$ cat src/rtl/sorter_pkg.sv
// Shared definitions for the top-K sorters: FSM and slot-mode encodings and the
// signed rank compare, which is also reused by the parallel sorter benches.
package sorter_pkg;

   localparam int FRAC_BITS  = 6;
   localparam int DEF_DATA_W = 16;

   typedef enum logic {
      ST_FILL  = 1'b0,
      ST_DRAIN = 1'b1
   } sorter_state_t;

   typedef enum logic [1:0] {
      SLOT_HOLD     = 2'd0,
      SLOT_INSERT   = 2'd1,
      SLOT_SHIFT_UP = 2'd2
   } slot_mode_t;

   // Strict compare, so equal values never displace each other (stable ordering).
   function automatic logic better(input logic signed [63:0] a,
                                   input logic signed [63:0] b,
                                   input logic               sortdir);
      return sortdir ? (a > b) : (a < b);
   endfunction

endpackage

$ cat src/rtl/topk_slot.sv
// One bank entry of the top-K selector: holds a sample, its arrival index and a
// valid bit, and flags whether the incoming sample outranks what it holds.
module topk_slot
   import sorter_pkg::*;
#(
   parameter int DATA_W  = DEF_DATA_W,
   parameter int IDX_W   = 16,
   parameter int SORTDIR = 1
) (
   input  logic              clk,
   input  logic              rst,
   input  logic [1:0]        mode,
   input  logic [DATA_W-1:0] new_data,
   input  logic [IDX_W-1:0]  new_idx,
   input  logic              upper_better,
   input  logic              upper_valid,
   input  logic [DATA_W-1:0] upper_data,
   input  logic [IDX_W-1:0]  upper_idx,
   input  logic              lower_valid,
   input  logic [DATA_W-1:0] lower_data,
   input  logic [IDX_W-1:0]  lower_idx,
   output logic              new_better,
   output logic              valid,
   output logic [DATA_W-1:0] data,
   output logic [IDX_W-1:0]  idx
);

   // An empty slot always loses to the incoming sample.
   assign new_better = !valid ||
                       better(64'($signed(new_data)), 64'($signed(data)), SORTDIR != 0);

   always_ff @(posedge clk) begin
      if (rst) begin
         valid <= 1'b0;
         data  <= '0;
         idx   <= '0;
      end else begin
         case (mode)
            SLOT_INSERT: begin
               if (upper_better) begin
                  valid <= upper_valid;
                  data  <= upper_data;
                  idx   <= upper_idx;
               end else if (new_better) begin
                  valid <= 1'b1;
                  data  <= new_data;
                  idx   <= new_idx;
               end
            end
            SLOT_SHIFT_UP: begin
               valid <= lower_valid;
               data  <= lower_data;
               idx   <= lower_idx;
            end
            default: ;
         endcase
      end
   end

endmodule

$ cat src/rtl/streaming_topk_selector.sv
// Streaming top-K selector: keeps a sorted bank of the K best samples of a frame
// and drains it in rank order once the frame's last sample has been taken.
module streaming_topk_selector
   import sorter_pkg::*;
#(
   parameter int DATA_W  = DEF_DATA_W,
   parameter int K_LOG2  = 4,
   parameter int IDX_W   = 16,
   parameter int SORTDIR = 1
) (
   input  logic              clk,
   input  logic              rst,
   input  logic              in_valid,
   output logic              in_ready,
   input  logic [DATA_W-1:0] in_data,
   input  logic              in_last,
   output logic              out_valid,
   input  logic              out_ready,
   output logic [DATA_W-1:0] out_data,
   output logic [IDX_W-1:0]  out_idx,
   output logic              out_last,
   output logic              out_ovf
);

   localparam int K     = 1 << K_LOG2;
   localparam int CNT_W = K_LOG2 + 1;
   localparam logic [CNT_W-1:0] K_CNT   = CNT_W'(K);
   localparam logic [IDX_W-1:0] IDX_MAX = {IDX_W{1'b1}};

   sorter_state_t     state;
   slot_mode_t        slot_mode;
   logic [IDX_W-1:0]  idx_cnt;
   logic              idx_sat;
   logic [CNT_W-1:0]  fill_cnt;
   logic [CNT_W-1:0]  beat_cnt;
   logic [CNT_W-1:0]  emit_cnt;
   logic              accept;
   logic              out_hs;

   logic              s_valid  [K];
   logic [DATA_W-1:0] s_data   [K];
   logic [IDX_W-1:0]  s_idx    [K];
   logic              s_better [K];
   logic              up_better[K];
   logic              up_valid [K];
   logic [DATA_W-1:0] up_data  [K];
   logic [IDX_W-1:0]  up_idx   [K];
   logic              lo_valid [K];
   logic [DATA_W-1:0] lo_data  [K];
   logic [IDX_W-1:0]  lo_idx   [K];

   assign accept   = in_valid & in_ready;
   assign out_hs   = out_valid & out_ready;
   assign out_data = s_data[0];
   assign out_idx  = s_idx[0];

   always_comb begin
      slot_mode = SLOT_HOLD;
      if (state == ST_FILL && accept)
         slot_mode = SLOT_INSERT;
      else if (state == ST_DRAIN && out_hs)
         slot_mode = SLOT_SHIFT_UP;
   end

   for (genvar i = 0; i < K; i++) begin : g_slot
      if (i == 0) begin : g_head
         assign up_better[i] = 1'b0;
         assign up_valid[i]  = 1'b0;
         assign up_data[i]   = '0;
         assign up_idx[i]    = '0;
      end else begin : g_body
         assign up_better[i] = s_better[i-1];
         assign up_valid[i]  = s_valid[i-1];
         assign up_data[i]   = s_data[i-1];
         assign up_idx[i]    = s_idx[i-1];
      end
      if (i == K-1) begin : g_tail
         assign lo_valid[i] = 1'b0;
         assign lo_data[i]  = '0;
         assign lo_idx[i]   = '0;
      end else begin : g_next
         assign lo_valid[i] = s_valid[i+1];
         assign lo_data[i]  = s_data[i+1];
         assign lo_idx[i]   = s_idx[i+1];
      end

      topk_slot #(
         .DATA_W  (DATA_W),
         .IDX_W   (IDX_W),
         .SORTDIR (SORTDIR)
      ) u_slot (
         .clk          (clk),
         .rst          (rst),
         .mode         (slot_mode),
         .new_data     (in_data),
         .new_idx      (idx_cnt),
         .upper_better (up_better[i]),
         .upper_valid  (up_valid[i]),
         .upper_data   (up_data[i]),
         .upper_idx    (up_idx[i]),
         .lower_valid  (lo_valid[i]),
         .lower_data   (lo_data[i]),
         .lower_idx    (lo_idx[i]),
         .new_better   (s_better[i]),
         .valid        (s_valid[i]),
         .data         (s_data[i]),
         .idx          (s_idx[i])
      );
   end

   always_ff @(posedge clk) begin
      if (rst) begin
         state     <= ST_FILL;
         in_ready  <= 1'b0;
         out_valid <= 1'b0;
         out_last  <= 1'b0;
         out_ovf   <= 1'b0;
         idx_cnt   <= '0;
         idx_sat   <= 1'b0;
         fill_cnt  <= '0;
         beat_cnt  <= '0;
         emit_cnt  <= '0;
      end else begin
         case (state)
            ST_FILL: begin
               in_ready <= 1'b1;
               if (accept) begin
                  // idx_sat marks that index IDX_MAX is taken; any later sample overflows.
                  if (idx_cnt == IDX_MAX) idx_sat <= 1'b1;
                  else                    idx_cnt <= idx_cnt + 1'b1;
                  if (idx_sat) out_ovf <= 1'b1;
                  if (fill_cnt != K_CNT) fill_cnt <= fill_cnt + 1'b1;
                  if (in_last) begin
                     state     <= ST_DRAIN;
                     in_ready  <= 1'b0;
                     out_valid <= 1'b1;
                     beat_cnt  <= (fill_cnt == K_CNT) ? K_CNT : fill_cnt + 1'b1;
                     out_last  <= (fill_cnt == '0);
                     emit_cnt  <= '0;
                  end
               end
            end
            ST_DRAIN: begin
               if (out_hs) begin
                  emit_cnt <= emit_cnt + 1'b1;
                  out_last <= (emit_cnt + CNT_W'(2)) == beat_cnt;
                  if (out_last) begin
                     state     <= ST_FILL;
                     in_ready  <= 1'b1;
                     out_valid <= 1'b0;
                     out_last  <= 1'b0;
                     out_ovf   <= 1'b0;
                     idx_cnt   <= '0;
                     idx_sat   <= 1'b0;
                     fill_cnt  <= '0;
                     emit_cnt  <= '0;
                  end
               end
            end
            default: state <= ST_FILL;
         endcase
      end
   end

endmodule

$ cat config.mk
export PLATFORM = sky130hd
export DESIGN_NAME = streaming_topk_selector
export DESIGN_NICKNAME = d
export VERILOG_FILES = /design/src/rtl/sorter_pkg.sv /design/src/rtl/topk_slot.sv /design/src/rtl/streaming_topk_selector.sv
export SDC_FILE = /design/constraint.sdc
export NUM_CORES = 2
export LEC_CHECK = 0
export ABC_AREA = 1
export ABC_CLOCK_PERIOD_IN_PS = 4000
export CAP_MARGIN = 15
export CORE_MARGIN = 1
export CORE_UTILIZATION = 45
export CTS_CLUSTER_DIAMETER = 200
export DETAILED_ROUTE_END_ITERATION = 10
export PLACE_DENSITY = 0.65
export SYNTH_ARGS = -nofsm -noshare
export SYNTH_HDL_FRONTEND = slang
export SYNTH_SLANG_ARGS = --single-unit
$ cat constraint.sdc
create_clock -name clk -period 4 [get_ports clk]
set_input_delay 0.8 -clock clk [delete_from_list [all_inputs] [get_ports clk]]
set_output_delay 0.8 -clock clk [all_outputs]
set_load 0.1 [all_outputs]
**Word-level counts from Yosys, hierarchy flattened**

Index checks and enable logic that the tools add are counted.
W data, S select, Z words.

- Equality and inequality tests: 30
- Bitwise operators: 3
- Magnitude comparators: 16
- Mux-type cells: 185
- Reduce and logical (&&, ||, !) cells: 60
- $add $sub $neg: 4

Operator list:

| kind | number |
|---|---|
| $mux W16 | 66 |
| $pmux W16 S2 | 33 |
| $gt A16 B16 Y1 | 16 |
| $mux W1 | 51 |
| $mux W5 | 9 |
| $ne A3 B1 Y1 const B | 15 |
| $pmux W1 S2 | 22 |
| $reduce_and A2 Y1 | 17 |
| $pmux W5 S2 | 2 |
| $reduce_and A4 Y1 | 5 |
| $add A16 B1 Y16 const B | 1 |
| $eq A16 B16 Y1 const B | 1 |
| $logic_not A1 Y1 | 16 |
| $logic_or A1 B1 Y1 | 16 |
| $add A5 B1 Y5 const B | 2 |
| $ne A2 B2 Y1 const B | 5 |
| $ne A2 B1 Y1 const B | 4 |
| $reduce_and A3 Y1 | 2 |
| $add A5 B2 Y5 const B | 1 |
| $eq A5 B5 Y1 | 1 |
| $eq A5 B5 Y1 const B | 1 |
| $logic_not A5 Y1 | 1 |
| $ne A5 B5 Y1 const B | 1 |
| $mux W2 | 2 |
| 6 further kinds | 8 |

- Output and inout bits: 36
- Register bits: 565
- Logic and storage cells: 356

**Depth between registers and ports, before layout**

- Depth after elaboration: 7
- Gate-level depth with buffers: 22
- Gate-level depth less buffers: 20

**By module**

From an unflattened synthesis, not the netlist that was laid out.

- Cell total of the unflattened synthesis: 7250
- Area, all modules: 45065.7 um2

Modules (own cells, without submodules):

| module | instances | cells an instance | seq. area each (um2) | area each (um2) |
|---|---|---|---|---|
| topk_slot at g_slot[0].u_slot ... | 10 | 433 | 660.6 | 2743.9 |
| topk_slot at g_slot[4].u_slot ... | 6 | 437 | 660.6 | 2601.2 |
| streaming_topk_selector | 1 | 298 | 740.7 | 2019.4 |

**Least setup slack after synthesis**

Ideal clock, no wire load.

- Path kind: input -> register
- From: input in_data[0]
- To: register g_slot[12].u_slot.idx[8]
- Buffers on the path: 3
- Stages: 19
- Arrival: 3.277 ns
- Slack: 0.612 ns
- Setup time: 0.112 ns
- Cell sequence: clkbuf_1 clkinv_1 ha_1 o21bai_1 nand2_1 nand2_1 nand2_1 nand2_1 nand2_1 nand2_1 nand2_1 nand2_1 nand2_2 o21ai_1 buf_2 buf_2 nand2_1 nand2_1 nor2_1

- Cells in the longest elaborated chain, start to end: 4
- Elaborated cells between the ends (all ways): 8
- Those cells by class: order compare (2); eq/ne (1); mux (2); reduce/logical (3)

Ends and longest elaborated chain:

| item | RTL line | source |
|---|---|---|
| start: declaration | streaming_topk_selector.sv:15 | `input logic [DATA_W-1:0] in_data,` |
| $gt A16 B16 Y1 | sorter_pkg.sv:23 | `return sortdir ? (a > b) : (a < b);` |
| $logic_or A1 B1 Y1 | topk_slot.sv:29 | `assign new_better = !valid \|\|` |
| $mux W16 or $ne A3 B1 Y1 (tied branches) | -- |  |
| $pmux W16 S2 or $reduce_and A2 Y1 (tied branches) | -- |  |
| end signal: assignment | topk_slot.sv:43 | `idx <= upper_idx;` |
| end signal: assignment | topk_slot.sv:47 | `idx <= new_idx;` |
| end signal: assignment | topk_slot.sv:53 | `idx <= lower_idx;` |
| end: declaration | topk_slot.sv:25 | `output logic [IDX_W-1:0] idx` |

Several ways; a longest one is shown, not always the timed one.
A chain may end at the register's enable or synchronous reset.

**Worst setup path in the final report**

- From: input in_data[7]
- To: register g_slot[1].u_slot.data[7]

- Cells in the longest elaborated chain, start to end: 4
- Elaborated cells between the ends (all ways): 9
- Those cells by class: order compare (2); eq/ne (1); mux (3); reduce/logical (3)

Ends and longest elaborated chain:

| item | RTL line | source |
|---|---|---|
| $gt A16 B16 Y1 | sorter_pkg.sv:23 |  |
| $logic_or A1 B1 Y1 | topk_slot.sv:29 |  |
| $mux W16 or $ne A3 B1 Y1 (tied branches) | -- |  |
| $pmux W16 S2 or $reduce_and A2 Y1 (tied branches) | -- |  |
| end signal: assignment | topk_slot.sv:42 | `data <= upper_data;` |
| end signal: assignment | topk_slot.sv:46 | `data <= new_data;` |
| end signal: assignment | topk_slot.sv:52 | `data <= lower_data;` |
| end: declaration | topk_slot.sv:24 | `output logic [DATA_W-1:0] data,` |

Several ways; a longest one is shown, not always the timed one. The select of a mux whose other input is x is not followed.

==> results by group <==
Synthesis
  • Post-synthesis share of cell area spent on full adders, half adders and majority gates: 0.0788
  • Main synth FF type: sky130_fd_sc_hd__dfxtp_1
  • Simple-gate area share of the yosys netlist: 0.455
  • Total nets after synthesis: about 7,500
  • Proportion of synthesized chip area in sequential cells: 0.273
  • Cells after Synth: around 7,200
  • Async SR Flop Fraction: 0
  • Share of the synthesized area in compound gates (AO/OA/AOI/OAI): 0.0817
  • Warning count from the yosys run: 0
  • Number of enable flip-flop cells after synthesis: 0
  • Post-synthesis instance area: a little over 0.04 mm²
  • Synth Area per Inst: about 5.7 µm²
  • Xor and xnor fraction of the mapped netlist area: 0.00169
  • Register bit count reported by yosys: 565
  • Distinct cells, synth: 42
  • Combinational family with the most area after synthesis: simple AND/OR/NAND/NOR gates
  • Multiplexer share of the synthesized area: 0

Floorplanning
  • Starting Density: 0.458
  • Std-Cell Rows: 110
  • Core region area: 0.0906 mm²
  • IO Count: 57
  • Area of the die: 0.0933 mm²
  • Die width: slightly above 300 µm
  • Vertical die dimension: a little over 300 µm

Route
  • Number of vias per cell: 5.12
  • Initial detailed-routing violation count: 3,315
  • DR WL/cell: 14.9 µm
  • Number of remaining DRC errors: 0
  • Antenna viol nets, final: 0
  • Final routed wirelength across all metal layers: 123 mm
  • Vias: 42,400
  • Number of optimization iterations in the first detailed-route pass: 6

GRT
  • First-pass GRT wire length: approximately 210 mm
  • Number of global-route vias before repair: 40,100
  • Tot GR Track Use: 0.261
  • Total global routing overflow: 0
  • Pin count of the biggest net entering global routing: roughly 130
  • Antenna violations before repair: 0

Min path
  • Hold path startpoint: idx_sat
  • Worst hold stages: 2
  • Worst min-delay path endpoint: idx_sat
  • HP Class: reg -> reg

Place
  • Detailed placer's ending HPWL: between 80 and 90 mm
  • Number of I/O port buffers: 56
  • Worst setup slack after placement: ~180 ps
  • Weighted congestion reported at the end of routability-driven placement: about 0.87

Critical path
  • Crit path cell chain: clkdlybuf4s50_1 -> buf_12 -> ha_1 -> nand2_1 -> nor2_1 -> nand2_1 -> nand2_1 -> nand2_1 -> nand3b_1 -> nand2_1 -> nand2_1 -> nand3_1 -> nand2_2 -> nand2_1 -> inv_2 -> nor2_1 -> nor2_1
  • Sort of element at the start of the critical path: input port
  • Family with the most delay on the worst path: simple AND/OR/NAND/NOR gates
  • Worst setup path category: in -> reg
  • Cell mode on critical path: sky130_fd_sc_hd__nand2_1
  • Worst-path maximum fanout: 32
  • Cell with the largest stage delay on the worst path: sky130_fd_sc_hd__inv_2
  • Depth of the worst register-to-register path: 16
  • Peak per-stage delay on the critical path: 470 ps
  • Origin of the critical flop-to-flop path: g_slot[0].u_slot.data[5]
  • Worst path arrival time: around 3800 ps
  • Kind of capture point of the worst setup path: flip-flop
  • Combined buffer and inverter count along the critical path: 3
  • Critical path required time: roughly 4600 ps
  • Reg2reg end: g_slot[1].u_slot.data[7]
  • Worst-case register-to-register setup slack: between 1000 and 1500 ps

CTS
  • Source-to-sink clock delay at the later pin of the worst-skew pair: ~630 ps
  • Buffer type at the clock tree root: sky130_fd_sc_hd__clkbuf_16
  • Clock-pin slew on the worst setup and hold paths: approximately 50 ps
  • CTS tree: built
  • TritonCTS Sinks: 565
  • Maximum number of buffers from clock root to sink: 3
  • Number of clock buffers inserted by TritonCTS: 72
  • Number of H-tree levels: 3
  • Number of hold buffers added after CTS: 0
  • Post-CTS setup buffers: 0
  • Quantity of gates resized following cts: 0

Final layout
  • Diodes inserted: 0
  • Area overhead of the layout relative to synthesis: 10.4%
  • Commonest non-fill, non-tap cell in the layout: sky130_fd_sc_hd__nand2_1
  • Nets: about 7,300
  • Layout fillers: about 9,400
  • Layout cell share with drive strength beyond 1: 0.0473
  • Commonest cells after routing, fill and taps aside: sky130_fd_sc_hd__nand2_1 (2,460), sky130_fd_sc_hd__nor2_1 (1,125), sky130_fd_sc_hd__nand3_1 (930)

STA
  • Slew margin rel.: 0.323
  • Number of max-slew violations in the final report: 0
  • RSZ-0062 raised after global routing: no
  • Post-route clock period utilization: 0.811
  • Min Clock Period, post-route: 3240 ps
  • Final hold violations: 0
  • Worst-Margin Slew: 1010 ps
  • PnR worst setup slack: around 760 ps
  • Clock skew: 18.8 ps
  • Highest Clock Rate: 308 MHz
  • Sum of negative setup slack: 0 ps
  • Final setup violating endpoints: 0

Status
  • Run status: completed

Power
  • Ratio of total power to cell area: about 390 mW/mm²
  • Peak ir drop on the vdd network: ~290 µV
  • Pleak: roughly 0.023 µW

Flow run
  • Total of max-cap violations: 0
==> cell families after synthesis <==
| group | count (synthesis) |
|---|---|
| AO/OA/AOI/OAI | 646 |
| XOR/XNOR | 8 |
| adder cells (fa/ha/maj) | 261 |
| buffers and inverters | 1135 |
| flip-flops | 565 |
| AND/OR/NAND/NOR | 4620 |
==> state kept, by name (all words and copies together) (netlist names) <==
name,cells
g_slot.u_slot.data,256
g_slot.u_slot.idx,256
g_slot.u_slot.valid,16
idx_cnt,16
beat_cnt,5
emit_cnt,5
fill_cnt,5
idx_sat,1
in_ready,1
out_last,1
out_ovf,1
out_valid,1
state,1
==> final cells by class <==
cell class,count,area [µm²],share of cell area
timing repair buffer,224,2540,0.0556
clock inverter,17,143,0.00312
sequential,565,11300,0.247
multi-input combinational,5535,25600,0.560
tap,1176,1470,0.0321
inverter,648,2450,0.0535
clock buffer,113,2220,0.0486
==> Yosys cell counts (2+ instances only) <==
library cell,instances,area (µm²)
sky130_fd_sc_hd__nand2_1,2468,9260
sky130_fd_sc_hd__dfxtp_1,565,11300
sky130_fd_sc_hd__inv_2,12,45.0
sky130_fd_sc_hd__o21a_1,14,105
sky130_fd_sc_hd__nor2_4,4,45.0
sky130_fd_sc_hd__xor2_1,7,61.3
sky130_fd_sc_hd__nand3_1,930,4650
sky130_fd_sc_hd__nand3b_1,37,278
sky130_fd_sc_hd__nor4_2,2,25.0
sky130_fd_sc_hd__nand4_1,11,68.8
sky130_fd_sc_hd__nor3_1,19,95.1
sky130_fd_sc_hd__nand2_2,7,43.8
sky130_fd_sc_hd__a211oi_1,3,22.5
sky130_fd_sc_hd__o21ai_2,6,52.6
sky130_fd_sc_hd__clkinv_1,8,30.0
sky130_fd_sc_hd__ha_1,261,3270
sky130_fd_sc_hd__a21o_1,3,22.5
sky130_fd_sc_hd__nand3_2,7,70.1
sky130_fd_sc_hd__a21oi_1,373,1870
sky130_fd_sc_hd__clkbuf_1,296,1110
sky130_fd_sc_hd__nor2_1,1125,4220
sky130_fd_sc_hd__buf_2,143,716
sky130_fd_sc_hd__nor2_2,3,18.8
sky130_fd_sc_hd__buf_1,19,71.3
sky130_fd_sc_hd__buf_4,28,210
sky130_fd_sc_hd__o21bai_1,23,173
sky130_fd_sc_hd__o21ai_1,4,20.0
sky130_fd_sc_hd__inv_1,628,2360
sky130_fd_sc_hd__o21ai_0,216,1080
==> how the worst max path moves through the flow <==
stage | from | endpoint | slack [ps] | cells after the start
detailed placement | in_data[7] | g_slot[1].u_slot.data[6] | 180 | 17
global route | in_data[7] | g_slot[1].u_slot.data[4] | 560 | 17
floorplan | in_data[0] | g_slot[12].u_slot.idx[8] | 610 | 19
finish | in_data[7] | g_slot[1].u_slot.data[7] | 760 | 17
CTS | in_data[7] | g_slot[1].u_slot.data[7] | 820 | 17
global placement | in_data[7] | g_slot[1].u_slot.data[6] | 200 | 17
==> worst min-delay path: stages, from the launching register on <==
cell and delay, ps:
sky130_fd_sc_hd__dfxtp_1 310, sky130_fd_sc_hd__inv_1 50, sky130_fd_sc_hd__a21oi_1 50
==> per-layer routing <==
metal,track usage,vias to the layer above,part of all wire
li1,-,22300,-
met1,0.349,18900,0.47
met2,0.449,972,0.46
met3,0.0265,161,0.045
met4,0.0632,0,0.020
met5,0,-,0
==> metrics by stage <==
| step | total power [µW] | cell area [µm²] | hold slack, ps | instances | utilization |
|---|---|---|---|---|---|
| final | 17900 | 45800 | 461 | 8278 | 0.505 |
| after global routing | 19000 | 45800 | 473 | 8278 | 0.505 |
| after CTS | 18000 | 45800 | 462 | 8278 | 0.505 |
| after detailed placement | 11300 | 43400 | 454 | 8148 | 0.479 |
| after global placement | 11200 | 43400 | 443 | 8148 | 0.479 |
| after floorplan | 10100 | 41400 | 430 | 7235 | - |
==> where the power goes <==
part	total, µW	switching (µW)	internal (µW)
Sequential	6500	363	6130
Clock	6620	2680	3940
Combinational	4750	3060	1690
(Power assumes the default switching activity.)
